<file path="src/rtl/tlc_pkg.sv">
// Shared encodings, fault codes and FSM state type for the traffic-light conflict monitor.
package tlc_pkg;

  typedef logic [2:0] light_t;

  localparam light_t LIGHT_RED  = 3'b100;
  localparam light_t LIGHT_YEL  = 3'b010;
  localparam light_t LIGHT_GRN  = 3'b001;
  localparam light_t LIGHT_DARK = 3'b000;

  localparam int NUM_APP = 4;
  localparam int APP_M1  = 0;
  localparam int APP_S   = 1;
  localparam int APP_MT  = 2;
  localparam int APP_M2  = 3;

  typedef enum logic [2:0] {
    FC_NONE      = 3'd0,
    FC_CONFLICT  = 3'd1,
    FC_ILLEGAL   = 3'd2,
    FC_NO_YEL    = 3'd3,
    FC_SHORT_YEL = 3'd4,
    FC_RED_YEL   = 3'd5
  } fault_code_e;

  typedef enum logic [1:0] {
    ST_STARTUP,
    ST_MONITOR,
    ST_FAULT
  } state_e;

  function automatic logic light_is_legal(light_t l);
    return (l == LIGHT_RED) || (l == LIGHT_YEL) || (l == LIGHT_GRN);
  endfunction

endpackage

</file>
<file path="src/rtl/tlc_conflict_monitor_if.sv">
// Controller-side light inputs and lamp-side outputs of the conflict monitor.
interface tlc_conflict_monitor_if;
  import tlc_pkg::*;

  light_t     light_M1_in;
  light_t     light_S_in;
  light_t     light_MT_in;
  light_t     light_M2_in;
  logic       clear_fault;
  light_t     light_M1;
  light_t     light_S;
  light_t     light_MT;
  light_t     light_M2;
  logic       fault;
  logic [2:0] fault_code;

  modport master (
    output light_M1_in, light_S_in, light_MT_in, light_M2_in, clear_fault,
    input  light_M1, light_S, light_MT, light_M2, fault, fault_code
  );

  modport slave (
    input  light_M1_in, light_S_in, light_MT_in, light_M2_in, clear_fault,
    output light_M1, light_S, light_MT, light_M2, fault, fault_code
  );

endinterface

</file>
<file path="src/rtl/tlc_phase_checker.sv">
// Per-approach encoding, glitch-run, yellow-duration and transition checks on the
// registered current/previous light values.
module tlc_phase_checker
  import tlc_pkg::*;
#(
  parameter int MIN_YEL    = 3,
  parameter int GLITCH_CYC = 2
) (
  input  logic   clk,
  input  logic   rst,
  input  logic   clear_i,
  input  logic   first_i,
  input  light_t cur_i,
  input  light_t prev_i,
  output logic   illegal_o,
  output logic   glitch_o,
  output logic   no_yel_o,
  output logic   short_yel_o,
  output logic   red_yel_o
);

  localparam int YW = $clog2(MIN_YEL + 1);
  localparam int GW = $clog2(GLITCH_CYC + 1);

  // yel_cnt_q is the yellow run length ending at prev_i; glitch_cnt_q likewise for illegal values
  logic [YW-1:0] yel_cnt_q, yel_cnt_d;
  logic [GW-1:0] glitch_cnt_q, glitch_cnt_d, glitch_run;

  always_comb begin
    illegal_o  = !light_is_legal(cur_i);
    glitch_run = '0;
    if (illegal_o) begin
      glitch_run = (glitch_cnt_q == GW'(GLITCH_CYC)) ? glitch_cnt_q : glitch_cnt_q + 1'b1;
    end
    glitch_o  = illegal_o && (glitch_run == GW'(GLITCH_CYC));

    yel_cnt_d = '0;
    if (cur_i == LIGHT_YEL) begin
      yel_cnt_d = (yel_cnt_q == YW'(MIN_YEL)) ? yel_cnt_q : yel_cnt_q + 1'b1;
    end
    glitch_cnt_d = glitch_run;
    if (clear_i) begin
      yel_cnt_d    = '0;
      glitch_cnt_d = '0;
    end

    no_yel_o    = !first_i && (prev_i == LIGHT_GRN) && (cur_i == LIGHT_RED);
    short_yel_o = !first_i && (prev_i == LIGHT_YEL) && (cur_i == LIGHT_RED) &&
                  (yel_cnt_q < YW'(MIN_YEL));
    red_yel_o   = !first_i && (prev_i == LIGHT_RED) && (cur_i == LIGHT_YEL);
  end

  always_ff @(posedge clk or posedge rst) begin
    if (rst) begin
      yel_cnt_q    <= '0;
      glitch_cnt_q <= '0;
    end else begin
      yel_cnt_q    <= yel_cnt_d;
      glitch_cnt_q <= glitch_cnt_d;
    end
  end

endmodule

</file>
<file path="src/rtl/tlc_conflict_monitor.sv">
// Conflict monitor: registers controller lights, passes legal safe states to the lamps,
// and latches the first detected fault while flashing all approaches red.
module tlc_conflict_monitor
  import tlc_pkg::*;
#(
  parameter int MIN_YEL     = 3,
  parameter int GLITCH_CYC  = 2,
  parameter int FLASH_HALF  = 5,
  parameter int STARTUP_CYC = 4
) (
  input  logic                 clk,
  input  logic                 rst,
  tlc_conflict_monitor_if.slave bus
);

  localparam int SW = (STARTUP_CYC > 1) ? $clog2(STARTUP_CYC) : 1;
  localparam int FW = $clog2(FLASH_HALF + 1);

  light_t             in_w     [NUM_APP];
  light_t             s_cur_q  [NUM_APP];
  light_t             s_prev_q [NUM_APP];
  light_t             lamp_q   [NUM_APP];
  light_t             lamp_d   [NUM_APP];
  state_e             state_q, state_d;
  logic               fault_q, fault_d;
  logic [2:0]         code_q, code_d;
  logic [SW-1:0]      startup_cnt_q, startup_cnt_d;
  logic [FW-1:0]      flash_cnt_q, flash_cnt_d;
  logic               flash_on_q, flash_on_d;
  logic               first_q;
  logic               clear_ok, conflict, all_red;
  fault_code_e        det_code;
  logic [NUM_APP-1:0] illegal_w, glitch_w, no_yel_w, short_yel_w, red_yel_w;

  assign in_w[APP_M1] = bus.light_M1_in;
  assign in_w[APP_S]  = bus.light_S_in;
  assign in_w[APP_MT] = bus.light_MT_in;
  assign in_w[APP_M2] = bus.light_M2_in;

  for (genvar gi = 0; gi < NUM_APP; gi++) begin : g_chk
    tlc_phase_checker #(
      .MIN_YEL   (MIN_YEL),
      .GLITCH_CYC(GLITCH_CYC)
    ) u_chk (
      .clk        (clk),
      .rst        (rst),
      .clear_i    (clear_ok),
      .first_i    (first_q),
      .cur_i      (s_cur_q[gi]),
      .prev_i     (s_prev_q[gi]),
      .illegal_o  (illegal_w[gi]),
      .glitch_o   (glitch_w[gi]),
      .no_yel_o   (no_yel_w[gi]),
      .short_yel_o(short_yel_w[gi]),
      .red_yel_o  (red_yel_w[gi])
    );
  end

  // Lowest-numbered detection wins when several fire together
  always_comb begin
    conflict = ((s_cur_q[APP_S] != LIGHT_RED) &&
                ((s_cur_q[APP_M1] != LIGHT_RED) || (s_cur_q[APP_M2] != LIGHT_RED) ||
                 (s_cur_q[APP_MT] != LIGHT_RED))) ||
               ((s_cur_q[APP_MT] == LIGHT_GRN) && (s_cur_q[APP_M2] == LIGHT_GRN));
    all_red  = (s_cur_q[APP_M1] == LIGHT_RED) && (s_cur_q[APP_S] == LIGHT_RED) &&
               (s_cur_q[APP_MT] == LIGHT_RED) && (s_cur_q[APP_M2] == LIGHT_RED);
    if (conflict)          det_code = FC_CONFLICT;
    else if (|glitch_w)    det_code = FC_ILLEGAL;
    else if (|no_yel_w)    det_code = FC_NO_YEL;
    else if (|short_yel_w) det_code = FC_SHORT_YEL;
    else if (|red_yel_w)   det_code = FC_RED_YEL;
    else                   det_code = FC_NONE;
  end

  always_comb begin
    state_d       = state_q;
    startup_cnt_d = startup_cnt_q;
    flash_cnt_d   = flash_cnt_q;
    flash_on_d    = flash_on_q;
    fault_d       = fault_q;
    code_d        = code_q;
    clear_ok      = 1'b0;
    for (int i = 0; i < NUM_APP; i++) lamp_d[i] = LIGHT_RED;

    case (state_q)
      ST_STARTUP: begin
        if (startup_cnt_q == SW'(STARTUP_CYC - 1)) state_d = ST_MONITOR;
        else startup_cnt_d = startup_cnt_q + 1'b1;
      end
      ST_MONITOR: begin
        if (det_code != FC_NONE) begin
          state_d     = ST_FAULT;
          fault_d     = 1'b1;
          code_d      = det_code;
          flash_cnt_d = FW'(1);
          flash_on_d  = 1'b1;
        end else begin
          for (int i = 0; i < NUM_APP; i++) lamp_d[i] = illegal_w[i] ? LIGHT_RED : s_cur_q[i];
        end
      end
      ST_FAULT: begin
        if (bus.clear_fault && all_red) begin
          state_d  = ST_MONITOR;
          fault_d  = 1'b0;
          code_d   = FC_NONE;
          clear_ok = 1'b1;
        end else begin
          if (flash_cnt_q == FW'(FLASH_HALF)) begin
            flash_on_d  = !flash_on_q;
            flash_cnt_d = FW'(1);
          end else begin
            flash_cnt_d = flash_cnt_q + 1'b1;
          end
          for (int i = 0; i < NUM_APP; i++) lamp_d[i] = flash_on_d ? LIGHT_RED : LIGHT_DARK;
        end
      end
      default: state_d = ST_STARTUP;
    endcase
  end

  always_ff @(posedge clk or posedge rst) begin
    if (rst) begin
      for (int i = 0; i < NUM_APP; i++) begin
        s_cur_q[i]  <= LIGHT_RED;
        s_prev_q[i] <= LIGHT_RED;
        lamp_q[i]   <= LIGHT_RED;
      end
      state_q       <= ST_STARTUP;
      fault_q       <= 1'b0;
      code_q        <= FC_NONE;
      startup_cnt_q <= '0;
      flash_cnt_q   <= '0;
      flash_on_q    <= 1'b0;
      first_q       <= 1'b0;
    end else begin
      for (int i = 0; i < NUM_APP; i++) begin
        s_cur_q[i]  <= in_w[i];
        s_prev_q[i] <= s_cur_q[i];
        lamp_q[i]   <= lamp_d[i];
      end
      state_q       <= state_d;
      fault_q       <= fault_d;
      code_q        <= code_d;
      startup_cnt_q <= startup_cnt_d;
      flash_cnt_q   <= flash_cnt_d;
      flash_on_q    <= flash_on_d;
      first_q       <= (state_q == ST_STARTUP) && (state_d == ST_MONITOR);
    end
  end

  assign bus.light_M1   = lamp_q[APP_M1];
  assign bus.light_S    = lamp_q[APP_S];
  assign bus.light_MT   = lamp_q[APP_MT];
  assign bus.light_M2   = lamp_q[APP_M2];
  assign bus.fault      = fault_q;
  assign bus.fault_code = code_q;

endmodule

</file>
<file path="src/flat_wrapper.sv">
// flat-port wrapper written by rule: the top's interface ports become plain ports
module tlc_conflict_monitor_flat import tlc_pkg::*;
#(
  parameter int MIN_YEL     = 3,
  parameter int GLITCH_CYC  = 2,
  parameter int FLASH_HALF  = 5,
  parameter int STARTUP_CYC = 4
)
  (clk, rst, bus_light_M1_in, bus_light_S_in, bus_light_MT_in, bus_light_M2_in, bus_clear_fault, bus_light_M1, bus_light_S, bus_light_MT, bus_light_M2, bus_fault, bus_fault_code);
  tlc_conflict_monitor_if bus_i ();
  input  logic clk;
  input  logic rst;
  input wire logic [$bits(bus_i.light_M1_in)-1:0] bus_light_M1_in;
  input wire logic [$bits(bus_i.light_S_in)-1:0] bus_light_S_in;
  input wire logic [$bits(bus_i.light_MT_in)-1:0] bus_light_MT_in;
  input wire logic [$bits(bus_i.light_M2_in)-1:0] bus_light_M2_in;
  input wire logic [$bits(bus_i.clear_fault)-1:0] bus_clear_fault;
  output wire logic [$bits(bus_i.light_M1)-1:0] bus_light_M1;
  output wire logic [$bits(bus_i.light_S)-1:0] bus_light_S;
  output wire logic [$bits(bus_i.light_MT)-1:0] bus_light_MT;
  output wire logic [$bits(bus_i.light_M2)-1:0] bus_light_M2;
  output wire logic [$bits(bus_i.fault)-1:0] bus_fault;
  output wire logic [$bits(bus_i.fault_code)-1:0] bus_fault_code;
  assign bus_i.light_M1_in = bus_light_M1_in;
  assign bus_i.light_S_in = bus_light_S_in;
  assign bus_i.light_MT_in = bus_light_MT_in;
  assign bus_i.light_M2_in = bus_light_M2_in;
  assign bus_i.clear_fault = bus_clear_fault;
  assign bus_light_M1 = bus_i.light_M1;
  assign bus_light_S = bus_i.light_S;
  assign bus_light_MT = bus_i.light_MT;
  assign bus_light_M2 = bus_i.light_M2;
  assign bus_fault = bus_i.fault;
  assign bus_fault_code = bus_i.fault_code;
  tlc_conflict_monitor #(.MIN_YEL(MIN_YEL), .GLITCH_CYC(GLITCH_CYC), .FLASH_HALF(FLASH_HALF), .STARTUP_CYC(STARTUP_CYC)) u_core (.clk(clk), .rst(rst), .bus(bus_i));
endmodule
</file>
<file path="config.mk">
export PLATFORM = sky130hd
export DESIGN_NAME = tlc_conflict_monitor_flat
export DESIGN_NICKNAME = d
export VERILOG_FILES = /design/src/rtl/tlc_pkg.sv /design/src/rtl/tlc_conflict_monitor_if.sv /design/src/rtl/tlc_phase_checker.sv /design/src/rtl/tlc_conflict_monitor.sv /design/src/flat_wrapper.sv
export SDC_FILE = /design/constraint.sdc
export NUM_CORES = 1
export LEC_CHECK = 0
export BUFFER_PORTS_ARGS = -buffer_cell sky130_fd_sc_hd__buf_4
export CAP_MARGIN = 10
export CORE_MARGIN = 1.5
export CORE_UTILIZATION = 50
export DETAILED_ROUTE_END_ITERATION = 10
export PLACE_DENSITY = 0.78
export SLEW_MARGIN = 20
export SYNTH_ARGS = -nofsm -noshare
export SYNTH_HDL_FRONTEND = slang
export SYNTH_SLANG_ARGS = --single-unit
</file>
<file path="constraint.sdc">
create_clock -name clk -period 7.8 [get_ports clk]
set_input_delay 0.39 -clock clk [delete_from_list [all_inputs] [get_ports clk]]
set_output_delay 0.39 -clock clk [all_outputs]
set_load 0.01 [all_outputs]
</file>
After elaboration in Yosys (flattened, before gate mapping)
Index checks and enable logic that the tools add are counted.
{ "classes": {"n_addsub": 10, "n_lt_le_gt_ge": 4, "eq_ne": 52, "muxes": 58, "n_bitwise": 1, "reduce_logical": 66} }
{ "op_table": {"columns": ["op", "count"], "rows": [
  ["2-bit two-way mux", 27],
  ["3-bit two-way mux", 15],
  ["1-bit logical AND", 39],
  ["2-bit equality test (second input constant)", 14],
  ["3-bit equality test (second input constant)", 9],
  ["3-bit by 1-bit equality test with 1-bit output (second input constant)", 8],
  ["3-bit by 2-bit equality test with 1-bit output (second input constant)", 8],
  ["12-bit two-way mux", 2],
  ["12-bit case mux with 2 select lines", 1],
  ["2-bit by 1-bit adder with 2-bit output (second input constant)", 9],
  ["4-bit OR reduction", 4],
  ["3-bit by 2-bit != test with 1-bit output (second input constant)", 4],
  ["3-bit != test (second input constant)", 4],
  ["3-bit case mux with 2 select lines", 2],
  ["1-bit logical OR", 11],
  ["2-bit < comparator (second input constant)", 4],
  ["1-bit two-way mux", 8],
  ["1-bit logical NOT", 6],
  ["2-bit case mux with 3 select lines", 1],
  ["3-bit AND reduction", 2],
  ["2-bit by 1-bit equality test with 1-bit output (second input constant)", 2],
  ["2-bit by 1-bit != test with 1-bit output (second input constant)", 2],
  ["1-bit case mux with 2 select lines", 2],
  ["3-bit by 1-bit adder with 3-bit output (second input constant)", 1],
  ["other kinds (6)", 6]
]} }
{ "totals": {"register_bits": 65, "output_inout_bits": 16, "wordCells": 218} }

Logic depth before layout (Yosys ltp)
{ "depth": {"ltp_word": 14, "depth_mapped": 8, "mapped_depth_nobuf": 8} }

Cells and area by module
From an unflattened synthesis, not the netlist that was laid out.
{ "unflattened": {"hier_cells": 270, "hier_area_um2": 3114.2} }
{ "modules_own_cells": {"columns": ["mod", "instances", "cells_per_inst", "area_per_inst_um2"], "rows": [
  ["tlc_conflict_monitor", 1, 150, 1988.2],
  ["tlc_phase_checker", 4, 30, 281.5]
]} }

Worst setup path after synthesis
Ideal clock, no wire load.
{ "synth_path": {"path_kind": "flip-flop to flip-flop", "startpoint": "reg u_core.s_cur_q[2] (netlist bit)", "endpoint": "reg u_core.fault_q (netlist: u_core.bus.fault)", "setup_ns": 0.130, "arrival_ns": 2.345, "path_slack_ns": 5.325, "path_stages_with_launch": 7, "path_cell_list": "dfstp_2 > or3b_1 > or4_1 > and4_4 > a21o_1 > a311o_1 > o2bb2ai_1"} }
{ "synth_via": {"elab_chain_cells": 12} }
{ "synth_lines": {"columns": ["element", "line_no", "text"], "rows": [
  ["start, declared", "tlc_conflict_monitor.sv:20", "light_t s_cur_q [NUM_APP];"],
  ["start signal, assigned by index", "tlc_conflict_monitor.sv:137", "s_cur_q[i] <= in_w[i];"],
  ["3-bit equality test or 3-bit by 2-bit equality test with 1-bit output (tied branches)", null, null],
  ["1-bit logical OR (2 in series)", "tlc_pkg.sv:33", "return (l == LIGHT_RED) || (l == LIGHT_YEL) || (l == LIGHT_GRN);"],
  ["2-bit two-way mux", "tlc_phase_checker.sv:32", "if (illegal_o) begin"],
  ["2-bit equality test", "tlc_phase_checker.sv:35", "glitch_o = illegal_o && (glitch_run == GW'(GLITCH_CYC));"],
  ["1-bit logical AND", "tlc_phase_checker.sv:35", null],
  ["4-bit OR reduction", "tlc_conflict_monitor.sv:68", "else if (|glitch_w) det_code = FC_ILLEGAL;"],
  ["3-bit two-way mux", "tlc_conflict_monitor.sv:68", null],
  ["3-bit two-way mux", "tlc_conflict_monitor.sv:67", "if (conflict) det_code = FC_CONFLICT;"],
  ["3-bit nonzero test", "tlc_conflict_monitor.sv:91", "if (det_code != FC_NONE) begin"],
  ["2-bit by 1-bit != test with 1-bit output (no source line)", null, null],
  ["3-bit AND reduction (no source line) *", null, null],
  ["end signal, assigned", "tlc_conflict_monitor.sv:142", "fault_q <= fault_d;"],
  ["end, declared", "tlc_conflict_monitor.sv:25", "logic fault_q, fault_d;"]
]} }
Every way passes the cells marked *; elsewhere a longest branch is shown, timed or not.
A chain may end at the register's enable or synchronous reset.

Final worst setup path
{ "layout_path": {"startpoint": "reg u_core.s_cur_q[2] (netlist bit)", "endpoint": "reg u_core.flash_cnt_q[2]"} }
{ "layout_via": {"elab_chain_cells": 12} }
{ "layout_lines": {"columns": ["element", "line_no", "text"], "rows": [
  ["3-bit equality test or 3-bit by 2-bit equality test with 1-bit output (tied branches)", null, null],
  ["1-bit logical OR (2 in series)", "tlc_pkg.sv:33", null],
  ["2-bit two-way mux", "tlc_phase_checker.sv:32", null],
  ["2-bit equality test", "tlc_phase_checker.sv:35", null],
  ["1-bit logical AND", "tlc_phase_checker.sv:35", null],
  ["4-bit OR reduction", "tlc_conflict_monitor.sv:68", null],
  ["3-bit two-way mux", "tlc_conflict_monitor.sv:68", null],
  ["3-bit two-way mux", "tlc_conflict_monitor.sv:67", null],
  ["3-bit nonzero test", "tlc_conflict_monitor.sv:91", null],
  ["2-bit by 1-bit != test with 1-bit output (no source line)", null, null],
  ["3-bit AND reduction (no source line) *", null, null],
  ["end signal, assigned", "tlc_conflict_monitor.sv:145", "flash_cnt_q <= flash_cnt_d;"],
  ["end, declared", "tlc_conflict_monitor.sv:28", "logic [FW-1:0] flash_cnt_q, flash_cnt_d;"]
]} }
Marks and branches as above.

==> impl_metrics.yaml <==
status:
  status: "finished clean"
yosys:
  syn_nets: 273
  syn_area_sq_mm: 0.00295
  synthArstFlopShare_pct: 100
  yosysTopAreaCell: "dfrtp_1"
  ys_types: 55
  seq_area_frac_synth_pct: 55.6
  yosys_warnings: 0
  synthTopCellsByArea: "dfrtp_1 (45%), dfstp_2 (11%), ha_1 (5.5%)"
  synth_edf_count: 0
  synth-seq-cells: 65
  synth_top_area_share_pct: 44.9
  synthCells: 245
  synthFlopType: "dfrtp_1"
  syn_avg_cell_area_sq_um: 12.1
sta:
  setup_violations: 0
  max_freq_ghz: 0.366
  tns_ns: 0
  final-hold-violation-count: 0
  finalCriticalPeriod_ns: 2.73
  worst_pin_slew_ns: 0.778
  rsz0062_at_grt: "no"
  fin_skew_ns: 0.00816
  maxSlewViolCount: 0
  slew_headroom_pct: 48.1
  timing.final.crit_share_pct: 35.0
detailed_routing:
  vias: 2012
  detail_route.vias_per_cell: 5.57
  drt-pass1-iter-count: 4
  drt_iter0_drc: 174
  drc: 0
  finalWirelength_um: 5520
  wl_per_cell_um: 15.3
  antenna_left: 0
grt:
  grt_max_degree: 66
  use_met2_pct: 30.0
  antenna_found_initial: 0
  grt_util_met1_pct: 26.6
  grtUsageTotal_pct: 20.0
  grt.busiest_layer: "met2"
  grt_overflow: 0
  grt_pass1_wl_um: 9560
  met3_usage_pct: 5.26
  grt_pass1_vias: 2044
power_and_ir_drop:
  cellPowerDensity_mw_per_mm2: 328
  p_leak_nw: 1.54
  ir_worst_vdd_mv: 0.247
floorplan:
  dieHeight_um: 79.9
  start_util_pct: 52.7
  core_area_sq_mm: 0.00561
  dieArea_sq_mm: 0.00638
  rows: 27
  io_pins: 31
  die_x_um: 79.9
clock_network:
  htreeDepth: 3
  postCtsSetupBuffers: 0
  ctsResizeCount: 0
  clock_latency_ns: 0.34
  ctsHoldBuffers: 0
  clk_pin_slew_ns: 0.08
  clockBufferDepth: 2
  cts_buffers: 9
  clkSinkCount: 65
  cts_tree: "built"
  cts_root_buffer: "clkbuf_8"
worst_setup_path:
  critPathTopFamily: "simple AND/OR/NAND/NOR gates"
  cp.buffers_inverters: 0
  cp.depth: 6
  ff2ff_path_depth: 6
  cpPeakStageDelay_ns: 0.59
  worstSetupPathType: "flip-flop to flip-flop"
  path_max_fanout: 6
  cp.required_ns: 7.99
  cp_cell_sequence: "or3b_1, or4_1, and4_4, a21o_1, a311oi_1, o32ai_1"
  arrival_ns: 2.93
  critPathLaunchType: "flip-flop"
  cpMaxStageDelayCell: "dfstp_2"
  end_kind: "flip-flop"
final_layout:
  diodes: 0
  synthToLayoutAreaGrowth_pct: 19.6
  final_layout_size_suffix_gt1_share_pct: 27.7
  fillers: 479
  regArea_sq_mm: 0.00164
  nNetsFinal: 312
  multiInputGateArea_sq_mm: 0.00122
  utilization_pct: 63.0
placement:
  hpwl_um: 3930
  finalWeightedCongestion: 0.918
  portBuffers: 30
hold_path:
  hold_class: "input port to flip-flop"
  min_delay_path_depth: 1
flow_run:
  maxCapViolations: 0
final timing paths:
check,slack [ns],to,start
min in group asynchronous,0.28,u_core.state_q[1],rst
worst min-delay path,0.15,u_core.s_cur_q[2],bus_light_M2_in[2]
max in group asynchronous,7.01,u_core.g_chk[0].u_chk.yel_cnt_q[0],rst
worst min register to register,0.41,u_core.s_prev_q[2],u_core.s_cur_q[2]
worst max register to register,5.07,u_core.flash_cnt_q[2],u_core.s_cur_q[2]
worst max-delay path,5.07,u_core.flash_cnt_q[2],u_core.s_cur_q[2]
Yosys cell counts, types with 2 or more instances:
master	count
dfstp_2	12
nand3_1	8
and3b_1	2
clkbuf_1	3
nor4b_1	8
nor3_1	5
nand2b_1	3
o32ai_1	5
a21oi_1	8
nor4b_2	2
dfrtp_1	53
mux2i_1	4
ha_1	13
o21a_1	3
nor3b_1	3
nor2_1	15
and2_1	4
xor2_1	6
nand2_1	8
nor2b_1	3
o22ai_1	2
o32a_2	2
xnor2_1	6
or3b_2	6
or3b_1	4
inv_1	22
o21ai_0	6
o31ai_1	2
layout by cell type, fill, tap and decap left out, types with 4 or more instances in the layout:
cell / instances
a21oi_1: 8
and2_1: 4
buf_4: 31
bufinv_16: 4
clkbuf_8: 9
dfrtp_1: 53
dfstp_2: 12
ha_1: 13
inv_1: 21
mux2i_1: 4
nand2_1: 8
nand3_1: 8
nor2_1: 15
nor3_1: 5
nor4b_1: 8
o21ai_0: 6
o32ai_1: 5
or3b_1: 4
or3b_2: 6
xnor2_1: 6
xor2_1: 6
per-layer routing:
layer,vias up,part of all wire [%]
met5,-,0
met4,0,2.9
met3,16,5.4
met2,57,46
met1,978,45
li1,961,-
report_power, final:
group | switching [mW] | internal (mW)
clock | 0.130 | 0.244
combinational | 0.200 | 0.148
sequential | 0.0323 | 0.405
layout make-up:
cell class / count / area share [%]
clock buffer: 9 / 3.51
clock inverter: 7 / 4.04
inverter: 22 / 2.34
multi-input combinational: 155 / 34.5
sequential: 65 / 46.5
tap: 72 / 2.55
timing repair buffer: 31 / 6.59
per-stage QoR:
stage | std cells | setup slack (ns) | area [sq um] | power (mW) | hold slack [ns]
global route | 361 | 4.90 | 3530 | 1.24 | 0.129
detailed placement | 345 | 5.12 | 3260 | 0.791 | 0.392
CTS | 361 | 5.09 | 3530 | 1.17 | 0.142
floorplan | 245 | 5.32 | 2950 | 0.692 | 0.379
global placement | 345 | 5.17 | 3260 | 0.777 | 0.385
finish | 361 | 5.07 | 3530 | 1.16 | 0.151
flip-flops by register name (all words and copies together) (netlist names):
signal and count:
u_core.s_cur_q 12, u_core.s_prev_q 12, u_core.g_chk.u_chk.glitch_cnt_q 8, u_core.g_chk.u_chk.yel_cnt_q 8, u_core.bus.fault_code 3, u_core.bus.light_M1 3, u_core.bus.light_M2 3, u_core.bus.light_MT 3
u_core.bus.light_S 3, u_core.flash_cnt_q 3, u_core.startup_cnt_q 2, u_core.state_q 2, u_core.bus.fault 1, u_core.first_q 1, u_core.flash_on_q 1
cell families after synthesis:
group	share of synthesized area, %
DFF	55.6
adders and majority gates	5.51
xor gates and xnor gates	3.56
and+or+nand+nor	17.9
AOI/OAI and AO/OA	12.5
muxes	1.74
buffers and inverters	3.18
No activity file was read; power rests on OpenSTA's default activity.
